### src/rtl/stream_mux_pkg.sv
// Shared constants for the stream multiplexer: grant-mode encodings and the width of the optional transfer counter.
// No logic and no latency; constants only.
// No flow control; the constants are used by stream_mux and its testbench.
package stream_mux_pkg;

    localparam logic MODE_SEL   = 1'b0;  // grant the channel named by sel
    localparam logic MODE_RR    = 1'b1;  // round-robin among valid channels
    localparam int   XFER_CNT_W = 16;

endpackage

### src/rtl/stream_mux_rr_arbiter.sv
// Round-robin search: grants the first requester found scanning upward from ptr+1, wrapping past NUM_CH-1 to 0.
// Purely combinational (0 cycles).
// No flow control; it only reports a one-hot grant, which is all zeros when nothing requests.
// Ports: req (per-channel request), ptr (last granted index), grant (one-hot), idx (binary index of grant).
module rr_arbiter #(
    parameter int NUM_CH = 8,
    parameter int SEL_W  = $clog2(NUM_CH)
) (
    input  logic [NUM_CH-1:0] req,
    input  logic [SEL_W-1:0]  ptr,
    output logic [NUM_CH-1:0] grant,
    output logic [SEL_W-1:0]  idx
);

    logic             found;
    logic [SEL_W-1:0] cand;

    // Offsets 1..NUM_CH visit every channel once, and the last one visited is ptr itself,
    // so the channel that was just served has the lowest priority.
    always_comb begin
        grant = '0;
        idx   = '0;
        found = 1'b0;
        cand  = '0;
        for (int k = 1; k <= NUM_CH; k++) begin
            cand = SEL_W'((int'(ptr) + k) % NUM_CH);
            if (!found && req[cand]) begin
                found       = 1'b1;
                grant[cand] = 1'b1;
                idx         = cand;
            end
        end
    end

endmodule

### src/rtl/stream_mux.sv
// N:1 stream multiplexer with a single output register, using either explicit-select or round-robin arbitration.
// Latency: 1 cycle from an input transfer to out_valid. The mux sustains one transfer per cycle with no bubbles.
// Backpressure: when the register is full and out_ready=0, the outputs hold and every in_ready is 0.
// Ports: in_data/in_valid/in_ready are the per-channel inputs. mode selects the arbitration (0 = sel, 1 = round-robin).
//        sel is the explicit channel. out_data/out_ch/out_valid/out_ready are the registered output stream.
// Optional: defining STREAM_MUX_XFER_CNT_EN adds xfer_cnt, a saturating count of output transfers.
module stream_mux
    import stream_mux_pkg::*;
#(
    parameter int WIDTH  = 8,
    parameter int NUM_CH = 8,
    parameter int SEL_W  = $clog2(NUM_CH)
) (
    input  logic                    clk,
    input  logic                    rst_n,
    input  logic [NUM_CH*WIDTH-1:0] in_data,
    input  logic [NUM_CH-1:0]       in_valid,
    output logic [NUM_CH-1:0]       in_ready,
    input  logic                    mode,
    input  logic [SEL_W-1:0]        sel,
    output logic [WIDTH-1:0]        out_data,
    output logic [SEL_W-1:0]        out_ch,
    output logic                    out_valid,
    input  logic                    out_ready
`ifdef STREAM_MUX_XFER_CNT_EN
    ,
    output logic [XFER_CNT_W-1:0]   xfer_cnt
`endif
);

    logic [SEL_W-1:0]  rr_ptr;
    logic [NUM_CH-1:0] rr_grant;
    logic [SEL_W-1:0]  rr_idx;
    logic [NUM_CH-1:0] grant;
    logic [SEL_W-1:0]  grant_idx;
    logic              space;
    logic              load;
    logic [WIDTH-1:0]  load_data;

    rr_arbiter #(
        .NUM_CH (NUM_CH),
        .SEL_W  (SEL_W)
    ) u_rr_arbiter (
        .req    (in_valid),
        .ptr    (rr_ptr),
        .grant  (rr_grant),
        .idx    (rr_idx)
    );

    // In explicit mode the grant ignores in_valid, so in_ready[sel] can be high before
    // the channel presents data. An out-of-range sel grants nothing.
    always_comb begin
        grant     = '0;
        grant_idx = '0;
        if (mode == MODE_RR) begin
            grant     = rr_grant;
            grant_idx = rr_idx;
        end else if (int'(sel) < NUM_CH) begin
            grant[sel] = 1'b1;
            grant_idx  = sel;
        end
    end

    assign space = ~out_valid | out_ready;
    assign load  = space & (|(grant & in_valid));

    // rst_n gates in_ready directly. During reset the register reads as empty, which
    // would otherwise let the explicit grant show as ready.
    assign in_ready = {NUM_CH{space & rst_n}} & grant;

    always_comb begin
        load_data = '0;
        for (int i = 0; i < NUM_CH; i++) begin
            if (grant[i]) begin
                load_data = in_data[i*WIDTH +: WIDTH];
            end
        end
    end

    // The reset value of rr_ptr is the last channel, so the first round-robin search starts at channel 0.
    always_ff @(posedge clk or negedge rst_n) begin
        if (!rst_n) begin
            out_valid <= 1'b0;
            out_data  <= '0;
            out_ch    <= '0;
            rr_ptr    <= SEL_W'(NUM_CH - 1);
        end else begin
            if (load) begin
                out_valid <= 1'b1;
                out_data  <= load_data;
                out_ch    <= grant_idx;
            end else if (out_ready) begin
                out_valid <= 1'b0;
            end
            if (load && (mode == MODE_RR)) begin
                rr_ptr <= grant_idx;
            end
        end
    end

`ifdef STREAM_MUX_XFER_CNT_EN
    always_ff @(posedge clk or negedge rst_n) begin
        if (!rst_n) begin
            xfer_cnt <= '0;
        end else if (out_valid && out_ready && (xfer_cnt != {XFER_CNT_W{1'b1}})) begin
            xfer_cnt <= xfer_cnt + 1'b1;
        end
    end
`endif

endmodule

### config.mk
export PLATFORM = sky130hd
export DESIGN_NAME = stream_mux
export DESIGN_NICKNAME = d
export VERILOG_FILES = /design/src/rtl/stream_mux_pkg.sv /design/src/rtl/stream_mux_rr_arbiter.sv /design/src/rtl/stream_mux.sv
export SDC_FILE = /design/constraint.sdc
export NUM_CORES = 1
export LEC_CHECK = 0
export ABC_AREA = 1
export CAP_MARGIN = 20
export CELL_PAD_IN_SITES_DETAIL_PLACEMENT = 1
export CELL_PAD_IN_SITES_GLOBAL_PLACEMENT = 1
export CORE_UTILIZATION = 33
export DETAILED_ROUTE_END_ITERATION = 6
export PLACE_DENSITY = 0.95
export SLEW_MARGIN = 10
export SYNTH_ARGS = -nofsm -noshare
export SYNTH_HDL_FRONTEND = slang
export SYNTH_SLANG_ARGS = --single-unit
### constraint.sdc
create_clock -name clk -period 5.6 [get_ports clk]
set_input_delay 1.12 -clock clk [delete_from_list [all_inputs] [get_ports clk]]
set_output_delay 1.12 -clock clk [all_outputs]
set_load 0.05 [all_outputs]
==> results by stage, run 1 <==
Yosys:
- In the synthesized netlist the dominant register cell turns out to be sky130_fd_sc_hd__dfrtp_1.
- Of all flip-flops after synthesis, the portion carrying an async set or reset was 1.00.
- By count the netlist is led by sky130_fd_sc_hd__nand2_1, sky130_fd_sc_hd__nand3_1, sky130_fd_sc_hd__inv_1.
- The average instance in the mapped netlist occupies 5.27 µm².
- By instance count, the leading cell after synthesis is sky130_fd_sc_hd__nand2_1.
- The share of synthesized area in the top cell type comes to 0.257.
- The number of nets handed over by synthesis was ~640.
- The cell taking the most area after synthesis is sky130_fd_sc_hd__nand2_1.
- The sequential share of the synthesized area is 0.129.
- The number of flops mapped to enable cells by yosys is 0.
- The number of distinct library cell variants in the gate-level netlist after synthesis is 37.
- The count of yosys warnings during synthesis is 0.
- Summing every instance area after synthesis gives 0.00294 mm².
- Counting every instance in the synthesized netlist gives 557.
- By area the synthesized netlist is led by sky130_fd_sc_hd__nand2_1, sky130_fd_sc_hd__nand3_1, sky130_fd_sc_hd__dfrtp_1.
- Synthesis inferred 15 register bits.

Job:
- The count of max-cap constraint violations is 0.

Routing:
- The first routing iteration left about 190 violations.
- The routed layout has 4177 vias.
- The total wire length is between 10000 and 15000 µm.
- The first-pass detailed-route iteration total is 5.
- In the final routed layout, each cell accounts on average for 17.7 µm.
- The detailed-route DRC error count is 0.
- After detailed routing, the number of vias per cell comes to between 5 and 6.
- The count of nets left with antenna violations once routing finished came out at 0.

Placement:
- Port buffering added 98 buffers.
- The final estimated routing congestion in global placement is 0.970.
- The post-detailed-placement half-perimeter wirelength is between 10000 and 15000 µm.
- The cell area after placement is just over 0.004 mm².

Worst setup path:
- STA classifies the critical path startpoint as a register.
- The path type of the worst setup path is register to output pin.
- The source of the critical timing path is rr_ptr[1].
- The critical register-to-register path startpoint is rr_ptr[1].
- The largest individual stage delay along the critical path comes from the cell sky130_fd_sc_hd__dfstp_2.
- STA puts the critical path data arrival time at about 3800 ps.
- The critical path goes through inv_2, ha_1, nand2_1, nand2_1, inv_1, nand2_1, nand2_2, nand3_4, nor2_4, nand3_4, nor2_1, nor2_1, a21boi_1, inv_1, nor2_1, buf_12.
- Data on the critical path is required at its endpoint by 4480 ps.
- The worst setup path is captured at an output pin.
- Of all nets on the critical path, the largest fanout is 11.
- The delay of the slowest critical-path stage is 700 ps.

Pwr:
- The combinational fraction of design power is 0.877.
- IR analysis of the VDD net gives a maximum drop of roughly 0.42 mV.
- The analysis attributes to net switching a power of about 1.6 mW.
- The clock network fraction of total power is 0.036.
- Of the total power, registers draw 0.087.
- The leakage power summed over all cells is about 2.0 nW.
- The design draws 2.49 mW.
- The total power density per cell area is a little over 600 mW/mm².
- The switching part of the total power is 0.647.
- Cell internal power was estimated by the tool at roughly 880 µW.

STA:
- For the pin with the worst max-slew slack, the measured transition is ~890 ps.
- The clock skew after layout is roughly 6.3 ps.
- The number of failing hold endpoints at the final stage is 0.
- Derived from the worst setup path, the maximum achievable clock frequency is about 200 MHz.
- The number of max-slew violations in the final report is 0.
- The accumulated negative setup slack is 0 ps.
- The worst pin sits at a relative slew slack of 0.402.
- After layout, the minimum clock period comes to just under 5000 ps.
- The final setup violation count is 0.
- The post-route clock period utilization is 0.885.
- Setup repair after global routing left no endpoint under its margin.

Floorplanning:
- The die span in x is between 90 and 100 µm.
- The number of placed I/O pins is just under 100.
- The core box area is roughly 0.0087 mm².
- The initialized floorplan defines 34 standard-cell rows.
- The initial core utilization is 0.339.
- The chip height is slightly below 100 µm.
- The full die area is just over 0.009 mm².

CTS:
- The total clock sinks is 15.
- Counting the buffers created by CTS gives 3.
- Buffers inserted to repair hold after CTS numbered 0.
- In this run the number of H-tree levels came out at 1.
- The clock root buffer is sky130_fd_sc_hd__clkbuf_8.
- The worst-skew pair later-pin latency is 250 ps.
- TritonCTS built the clock tree.
- The number of setup buffers added after CTS is 0.
- Counting along the longest clock path gives a buffer depth of 2.
- The post-cts gate resize count is 0.
- After clock tree synthesis, the clock-pin slew on the worst setup and hold paths is about 70 ps.

Min path:
- The class of the tightest hold or removal check is register to register.
- The beginning of the worst hold path is out_data[3].

Global routing:
- The initial antenna violation count was 0.
- The wire length of the first global-routing pass is 20900 µm.
- Entering global routing, the biggest net connects 24 pins.
- The remaining global-route overflow is 0.
- The via count of the first global-routing pass is 4257.
- The aggregate global-route resource usage is 0.292.

Finish:
- The finished cells cover between 0.004 and 0.005 mm².
- The final layout net count is 740.
- The share of layout cells above drive strength 1 is 0.102.
- The number of antenna cells inserted is 0.
- Measured on the finished design, the core utilization comes to 0.473.
- The area growth from synthesis to final layout is 39.7%.

Status:
- The run finished with clean final reports.
cells by family (layout without fill, tap and decap cells):
group / Yosys count / after routing / synth area share
simple gates: 375 / 375 / 0.584
buf+inv: 82 / 179 / 0.118
compound gates: 79 / 79 / 0.143
flops: 15 / 15 / 0.129
fa+ha+maj: 6 / 6 / 0.0256
state kept, by name (all words and copies together), names as in the netlist:
name	count
out_valid	1
rr_ptr	3
out_data	8
out_ch	3
routing by layer:
layer | vias to the layer above | GRT usage | part of all wire
li1 | 1996 | - | -
met1 | 2001 | 0.374 | 0.43
met2 | 148 | 0.503 | 0.49
met3 | 32 | 0.0371 | 0.054
met4 | 0 | 0.0968 | 0.026
met5 | - | 0 | 0
critical path: cells and delay by family, from the launching register on:
kind	cells	cell delay, ps
adder cells (fa/ha/maj)	1	240
AND/OR/NAND/NOR	10	1470
buffers and inverters	4	740
AO/OA/AOI/OAI	1	410
flip-flops	1	700
through the flow:
step | instances | setup WS, ps | hold WS (ps)
2_1_floorplan | 557 | 957 | 505
3_3_place_gp | 758 | 802 | 468
3_5_place_dp | 758 | 790 | 472
4_1_cts | 762 | 721 | 500
5_1_grt | 762 | 523 | 522
6_report | 762 | 642 | 494
final timing paths:
kind | endpoint | slack [ps] | cells past startpoint
setup / recovery | in_ready[0] | 640 | 16
min in group asynchronous | out_data[3] | 1180 | 2
hold reg to reg | out_data[3] | 490 | 2
hold / removal | out_data[3] | 490 | 2
setup reg to reg | out_data[7] | 1300 | 24
max in group asynchronous | rr_ptr[2] | 4170 | 2
final cells by class:
class                      instances  area [µm²]
fill                            1253        4570
multi-input combinational        460        2210
timing repair buffer             110        1090
sequential                        15         379
inverter                          65         244
tap                              108         135
clock buffer                       3        41.3
clock inverter                     1        5.00
cell usage in the layout, fill, tap and decap left out, drive strengths merged, types with 6 or more instances in the layout:
master / count
nand3: 77
nor3: 17
inv: 64
clkdlybuf4s50: 90
dfrtp: 12
a21oi: 54
o21ai: 17
ha: 6
buf: 20
nand2: 216
nor2: 58
power by group through the flow:
stage | Sequential [mW] | Clock [mW] | Combinational (mW)
CTS | 0.215 | 0.0896 | 2.15
global placement | 0.213 | 0 | 2.05
finish | 0.217 | 0.0895 | 2.18
detailed placement | 0.214 | 0 | 2.14
global route | 0.221 | 0.0944 | 2.38
floorplan | 0.342 | 0 | 1.37
Note: power is estimated with default switching activity, not from simulation.
==> inputs of run 2 (changes only) <==
- GPL_ROUTABILITY_DRIVEN: unset -> 0
==> run 2 against run 1 <==
Effect of this change: register-to-register slack lost 110 ps; critical endpoint is now in_ready[7]; non-clock buffer count is 5 lower; total power shrank 0.83%; clock skew grew 5.5 ps; routed wire length up 0.46%; sequential share of layout area rose by 0.14 points; worst setup slack got worse by 100 ps; hold slack worse by 5.7 ps; global-route usage rose by 0.33 points; sequential power increased by 3%; highest routed layer unchanged.
==> results by stage, run 2 (synthesis results as in run 1) <==
Worst setup path:
- The maximum fanout along the worst path was 12 (was 11).
- The end of the worst register-to-register path is out_data[3] (was out_data[7]).
- Cell breakdown of the critical path: clkdlybuf4s50_1, nand2_1, nand3_1, nand3_1, nand2_2, nor2_2, nand4_4, nor2_2, and2_1, nand2_1, nand3_1, nand2_1, nand2_4, clkinv_1, nor2_1, buf_12 (was inv_2, ha_1, nand2_1, nand2_1, inv_1, nand2_1, nand2_2, nand3_4, nor2_4, nand3_4, nor2_1, nor2_1, a21boi_1, inv_1, nor2_1, buf_12).
- The family of cells with the greatest summed delay on the critical path is simple AND/OR/NAND/NOR gates (unchanged).
- The delay of the slowest critical-path stage is 470 ps (was 700 ps).
- The count of buffering cells on the critical path with inverters included is 3 (was 4).
- The required time reported for the critical path endpoint is 4480 ps (about the same).
- The signal arrival time at the worst endpoint is 3940 ps (was 3840 ps).
- The capturing element type of the critical path is an output pin (unchanged).
- The worst setup path endpoint is in_ready[7] (was in_ready[0]).
- The logic depth of the worst register-to-register path came to 22 (was 24).
- The path type of the worst setup path is input pin to output pin (was register to output pin).
- The total stage count of the critical path is 16 (unchanged).
- The source of the critical timing path was in_valid[3] (was rr_ptr[1]).
- The cell with the largest stage delay on the worst path is sky130_fd_sc_hd__clkdlybuf4s50_1 (was sky130_fd_sc_hd__dfstp_2).
- The critical register-to-register path startpoint was rr_ptr[1] (unchanged).
- The worst reg-to-reg setup slack came to 1190 ps (was 1300 ps).
- The type of element launching the critical path is an input pin (was register).

Finish:
- The area growth from synthesis to final layout was 37.7% (was 39.7%).
- The fraction of the core area covered by cells at the end of the flow is 0.466 (was 0.473).
- The area of the multi-input gates is 0.00221 mm² (unchanged).
- Biggest regs: out_data (8), out_ch (3), rr_ptr (3) (unchanged).
- The flip-flop count of the largest register after layout was 8 (unchanged).
- The number of antenna cells inserted is 0 (unchanged).
- The final layout net count was 735 (was 740).
- The sequential standard cell area was 379 µm² (unchanged).
- The share of layout cells above drive strength 1 was 0.0955 (was 0.102).
- The filler cell count is 1247 (was 1253).
- The leading cell type in the layout, fill and taps excluded is sky130_fd_sc_hd__nand2_1 (unchanged).
- The top register by number of flip-flops was out_data (unchanged).
- Leading cell types in the layout, fill and taps excluded: sky130_fd_sc_hd__nand2_1, sky130_fd_sc_hd__clkdlybuf4s50_1, sky130_fd_sc_hd__nand3_1 (unchanged).
- The final design area excluding fillers is 0.00405 mm² (was 0.00411 mm²).

Global routing:
- The largest net degree at the start of global routing is 24 (unchanged).
- The aggregate global-route resource usage was 0.295 (was 0.292).
- The via count of the first global-routing pass was 4439 (was 4257).
- The wire length of the first global-routing pass was 21200 µm (was 20900 µm).
- The remaining global-route overflow is 0 (unchanged).
- The initial antenna violation count is 0 (unchanged).

Routing:
- The post-detailed-route count of antenna-violating nets was 0 (unchanged).
- The routed length per placed instance is 17.9 µm (was 17.7 µm).
- The DRC marker count from the first detailed-route iteration is 276 (was 189).
- The first-pass detailed-route iteration total is 5 (unchanged).
- The via density per instance is 5.55 (was 5.48).
- The total wire length is 13500 µm (about the same).
- The vias after detailed routing came to 4202 (was 4177).
- The detailed-route DRC error count is 0 (unchanged).

Placement:
- The post-detailed-placement half-perimeter wirelength came to 11000 µm (was 11200 µm).
- The cell area after placement is 0.00400 mm² (was 0.00406 mm²).
- The port buffer count came to 98 (unchanged).

Job:
- The count of max-cap constraint violations is 0 (unchanged).

STA:
- The shortest period the worst path allows came to 5060 ps (was 4960 ps).
- The final hold slack came to 489 ps (was 494 ps).
- The worst slew slack as a fraction of its limit is 0.347 (was 0.402).
- The clock skew after layout came to 11.9 ps (was 6.34 ps).
- The number of max-slew violations in the final report is 0 (unchanged).
- Unrepaired setup endpoints after global routing: no (unchanged).
- The number of failing hold endpoints at the final stage was 0 (unchanged).
- The maximum achievable frequency came to 198 MHz (was 202 MHz).
- The final setup violation count is 0 (unchanged).
- The accumulated negative setup slack is 0 ps (unchanged).
- The worst-margin pin slew is 972 ps (was 890 ps).
- The post-route clock period utilization came to 0.904 (was 0.885).

CTS:
- The maximum clock insertion buffer count is 2 (unchanged).
- The clock edge transition at the registers on the reported setup and hold paths is 60 ps (was 70 ps).
- The total clock sinks is 15 (unchanged).
- The number of H-tree branching levels is 1 (unchanged).
- The TritonCTS clock tree was done (unchanged).
- The clock root buffer is sky130_fd_sc_hd__clkbuf_8 (unchanged).
- The number of buffers inserted during clock tree synthesis is 3 (unchanged).
- The number of post-CTS setup repair buffers came to 0 (unchanged).
- The hold-fix buffer count after cts came to 0 (unchanged).
- The worst-skew pair later-pin latency is 260 ps (was 250 ps).
- The post-cts gate resize count is 0 (unchanged).

Min path:
- The class of the tightest hold or removal check was register to register (unchanged).

Pwr:
- The overall power is 2.47 mW (was 2.49 mW).
- The highest ir drop seen on vdd came to 0.369 mV (was 0.418 mV).
- The total power density per cell area is 610 mW/mm² (was 606 mW/mm²).
- The leakage power summed over all cells is 2.00 nW (was 2.04 nW).

Floorplanning:
- The full die area was 0.00928 mm² (unchanged).
- The number of placement rows is 34 (unchanged).
- The initial core utilization is 0.339 (unchanged).
- The number of placed I/O pins was 99 (unchanged).
- The core box area is 0.00868 mm² (unchanged).
- The die span in x came to 96.4 µm (unchanged).
- The chip height is 96.4 µm (unchanged).

Status:
- Outcome: finished clean (unchanged).
[run 2: cell types whose count changed in the layout (fill, tap and decap cells not counted)]
| cell | change |
|---|---|
| sky130_fd_sc_hd__clkinvlp_4 | +1 |
| sky130_fd_sc_hd__buf_12 | -2 |
| sky130_fd_sc_hd__buf_4 | -3 |
| sky130_fd_sc_hd__clkinv_2 | -1 |
[run 2: how the worst min path moves through the flow]
stage	cells past startpoint	endpoint	slack [ps]	start
2_1_floorplan	2	rr_ptr[2]	500	rr_ptr[2]
3_3_place_gp	2	out_data[2]	470	out_data[2]
3_5_place_dp	2	out_data[3]	480	out_data[3]
4_1_cts	2	out_data[2]	500	out_data[2]
5_1_grt	2	out_data[2]	530	out_data[2]
6_report	2	out_data[2]	490	out_data[2]
[run 2: routing by layer]
metal | up-vias | routed length (µm) | track usage
li1 | 1986 | - | -
met4 | 0 | 434 | 0.116
met1 | 2000 | 5630 | 0.358
met5 | - | 0 | 0
met2 | 177 | 6630 | 0.519
met3 | 39 | 847 | 0.0450
[run 2: layout make-up]
class / instances / share of cell area
inverter: 65 / 0.0603
clock inverter: 1 / 0.00186
clock buffer: 3 / 0.0102
timing repair buffer: 105 / 0.254
sequential: 15 / 0.0937
tap: 108 / 0.0334
multi-input combinational: 460 / 0.547
[run 2: worst register-to-register path, cell delays in order, from the launching register on]
cell	delay [ps]
sky130_fd_sc_hd__dfstp_2	700
sky130_fd_sc_hd__inv_2	170
sky130_fd_sc_hd__ha_1	320
sky130_fd_sc_hd__buf_4	210
sky130_fd_sc_hd__nand3_1	150
sky130_fd_sc_hd__nand3_1	120
sky130_fd_sc_hd__nand2_2	170
sky130_fd_sc_hd__nor2_2	200
sky130_fd_sc_hd__nand4_4	100
sky130_fd_sc_hd__nor2_2	190
sky130_fd_sc_hd__and2_1	370
sky130_fd_sc_hd__nand2_1	120
sky130_fd_sc_hd__nand3_1	130
sky130_fd_sc_hd__nand2_1	100
sky130_fd_sc_hd__nand2_2	310
sky130_fd_sc_hd__nand2_1	120
sky130_fd_sc_hd__nand2_1	100
sky130_fd_sc_hd__nor2_1	50
sky130_fd_sc_hd__nand2_2	80
sky130_fd_sc_hd__nand2_2	270
sky130_fd_sc_hd__nor2_1	220
sky130_fd_sc_hd__nand2_1	90
sky130_fd_sc_hd__nand2_1	60
[run 2: through the flow]
stage | instances | setup WS (ps)
after floorplan | 557 | 957
after global placement | 753 | 808
after detailed placement | 753 | 634
after CTS | 757 | 603
after global routing | 757 | 306
final | 757 | 540
[run 2: report_power, final]
| part | total [mW] | switching [mW] | internal (mW) |
|---|---|---|---|
| Combinational | 2.15 | 1.52 | 0.632 |
| Clock | 0.0936 | 0.0435 | 0.0501 |
| Sequential | 0.223 | 0.0527 | 0.170 |
| Total | 2.47 | 1.62 | 0.852 |
==> inputs of run 3 (changes only) <==
- CTS_BUF_LIST: unset -> sky130_fd_sc_hd__clkbuf_16
==> run 3 against run 2 <==
Effect of this change: routed wire length increased by 0.18%; largest power group unchanged; first-iteration DRC count down 5.1%; total power is 2.2% higher; final cell count did not move; highest routed layer unchanged.
==> results by stage, run 3 (synthesis results as in run 1) <==
Global routing:
- The initial antenna violation count is 0 (unchanged).
- The global-route track usage on met2 came to 0.517 (was 0.519).
- The peak-usage layer in the global routing report is met2 (unchanged).
- The largest net degree at the start of global routing is 24 (unchanged).
- The remaining global-route overflow was 0 (unchanged).
- The met1 demand-to-capacity share in global routing is 0.364 (was 0.358).
- The aggregate global-route resource usage came to 0.297 (was 0.295).
- The via count of the first global-routing pass is 4408 (was 4439).
- The routing usage on met3 is 0.0442 (was 0.0450).
- The wire length of the first global-routing pass is 21400 µm (was 21200 µm).

CTS:
- The TritonCTS clock tree is done (unchanged).
- The post-cts gate resize count is 0 (unchanged).
- The maximum clock insertion buffer count came to 2 (unchanged).
- The clock root buffer was sky130_fd_sc_hd__clkbuf_16 (was sky130_fd_sc_hd__clkbuf_8).
- The total clock sinks is 15 (unchanged).
- The hold-fix buffer count after cts is 0 (unchanged).
- The clock edge transition at the registers on the reported setup and hold paths is 50 ps (was 60 ps).
- The worst-skew pair later-pin latency is 260 ps (about the same).
- The number of H-tree branching levels is 1 (unchanged).
- The number of post-CTS setup repair buffers is 0 (unchanged).
- The number of buffers inserted during clock tree synthesis came to 3 (unchanged).

STA:
- The worst slew slack as a fraction of its limit was 0.356 (was 0.347).
- The final setup violation count is 0 (unchanged).
- The clock skew after layout is 11.4 ps (was 11.9 ps).
- The maximum achievable frequency is 197 MHz (was 198 MHz).
- The number of max-slew violations in the final report is 0 (unchanged).
- The shortest period the worst path allows is 5080 ps (was 5060 ps).
- The post-route clock period utilization came to 0.906 (was 0.904).
- The number of failing hold endpoints at the final stage is 0 (unchanged).
- The worst-margin pin slew came to 959 ps (was 972 ps).
- The final hold slack is 488 ps (was 489 ps).
- Unrepaired setup endpoints after global routing: no (unchanged).
- The accumulated negative setup slack was 0 ps (unchanged).

Finish:
- The filler cell count is 1233 (was 1247).
- The area growth from synthesis to final layout is 38.8% (was 37.7%).
- Leading cell types in the layout, fill and taps excluded: sky130_fd_sc_hd__nand2_1, sky130_fd_sc_hd__clkdlybuf4s50_1, sky130_fd_sc_hd__nand3_1 (unchanged).
- The leading cell type in the layout, fill and taps excluded is sky130_fd_sc_hd__nand2_1 (unchanged).
- The share of layout cells above drive strength 1 is 0.0955 (unchanged).
- The top register by number of flip-flops was out_data (unchanged).
- The final layout net count was 735 (unchanged).
- Biggest regs: out_data (8), out_ch (3), rr_ptr (3) (unchanged).
- The flip-flop count of the largest register after layout is 8 (unchanged).
- The fraction of the core area covered by cells at the end of the flow came to 0.470 (was 0.466).
- The number of antenna cells inserted is 0 (unchanged).

Worst setup path:
- The critical register-to-register path startpoint was rr_ptr[1] (unchanged).
- The maximum fanout along the worst path is 12 (unchanged).
- The logic depth of the worst register-to-register path is 22 (unchanged).
- The signal arrival time at the worst endpoint came to 3960 ps (was 3940 ps).
- The type of element launching the critical path is an input pin (unchanged).
- The path type of the worst setup path is input pin to output pin (unchanged).
- The end of the worst register-to-register path is out_data[7] (was out_data[3]).
- The capturing element type of the critical path is an output pin (unchanged).
- The required time reported for the critical path endpoint is 4480 ps (about the same).
- The worst reg-to-reg setup slack is 1210 ps (was 1190 ps).

Floorplanning:
- The chip height is 96.4 µm (unchanged).
- The core box area is 0.00868 mm² (unchanged).
- The initial core utilization came to 0.339 (unchanged).
- The die span in x is 96.4 µm (unchanged).
- The number of placed I/O pins is 99 (unchanged).
- The number of placement rows is 34 (unchanged).
- The full die area is 0.00928 mm² (unchanged).

Pwr:
- The leakage power summed over all cells is 2.02 nW (was 2.00 nW).
- The highest ir drop seen on vdd is 0.376 mV (was 0.369 mV).
- The total power density per cell area is 618 mW/mm² (was 610 mW/mm²).

Routing:
- The detailed-route DRC error count is 0 (unchanged).
- The total wire length is 13600 µm (was 13500 µm).
- The first-pass detailed-route iteration total is 5 (unchanged).
- The post-detailed-route count of antenna-violating nets was 0 (unchanged).
- The vias after detailed routing was 4227 (was 4202).
- The via density per instance is 5.58 (was 5.55).
- The DRC marker count from the first detailed-route iteration was 262 (was 276).
- The routed length per placed instance was 17.9 µm (about the same).

Placement:
- The port buffer count is 98 (unchanged).
- The post-detailed-placement half-perimeter wirelength is 11000 µm (unchanged).

Min path:
- The beginning of the worst hold path is out_data[2] (unchanged).
- The endpoint with the worst hold slack is out_data[2] (unchanged).
- The class of the tightest hold or removal check is register to register (unchanged).
- The worst hold path cell count is 2 (unchanged).

Status:
- Outcome: finished clean (unchanged).

Job:
- The count of max-cap constraint violations is 0 (unchanged).
## run 3: cell types whose count changed in the layout (fill, tap and decap cells not counted)
cell	change
sky130_fd_sc_hd__clkbuf_16	+3
sky130_fd_sc_hd__clkbuf_8	-3
## run 3: final cells by class
| type | count | area [µm²] | share of cell area |
|---|---|---|---|
| clock inverters | 1 | 7.51 | 0.00184 |
| inverters | 65 | 244 | 0.0598 |
| well taps | 108 | 135 | 0.0331 |
| repair buffers | 105 | 1030 | 0.252 |
| flip-flops and latches | 15 | 379 | 0.0929 |
| multi-input cells | 460 | 2210 | 0.542 |
| clock buffers | 3 | 75.1 | 0.0184 |
## run 3: worst max path at each step
stage	start	end	slack, ps	cells after the start
after global placement	in_valid[2]	in_ready[7]	810	16
after floorplan	rr_ptr[0]	in_ready[7]	960	19
after CTS	in_valid[2]	in_ready[7]	580	16
after detailed placement	in_valid[2]	in_ready[7]	630	16
final	in_valid[2]	in_ready[7]	520	16
after global routing	in_valid[3]	in_ready[7]	290	16
## run 3: power by group
part	internal (mW)	switching, mW
registers	0.170	0.0518
clock network	0.0965	0.0518
logic	0.632	1.52
total	0.899	1.62
## run 3: per-stage QoR
stage                     setup WS (ps)  area (µm²)  instances  power, mW
after detailed placement            634        4000        753       2.32
after global routing                292        4080        757       2.73
after floorplan                     957        2940        557       1.71
after global placement              808        4000        753       2.19
after CTS                           576        4080        757       2.49
final                               524        4080        757       2.52
## run 3: critical path, cell delays in order
cell and delay, ps:
sky130_fd_sc_hd__clkdlybuf4s50_1 460, sky130_fd_sc_hd__nand2_1 110, sky130_fd_sc_hd__nand3_1 120, sky130_fd_sc_hd__nand3_1 120
sky130_fd_sc_hd__nand2_2 170, sky130_fd_sc_hd__nor2_2 200, sky130_fd_sc_hd__nand4_4 100, sky130_fd_sc_hd__nor2_2 190
sky130_fd_sc_hd__and2_1 370, sky130_fd_sc_hd__nand2_1 120, sky130_fd_sc_hd__nand3_1 130, sky130_fd_sc_hd__nand2_1 110
sky130_fd_sc_hd__nand2_4 170, sky130_fd_sc_hd__clkinv_1 100, sky130_fd_sc_hd__nor2_1 190, sky130_fd_sc_hd__buf_12 170
## run 3: metal layers
metal / share of wire / routed length [µm]
met1: 0.41 / 5510
met5: 0 / 0
met2: 0.49 / 6690
met4: 0.036 / 489
met3: 0.064 / 874
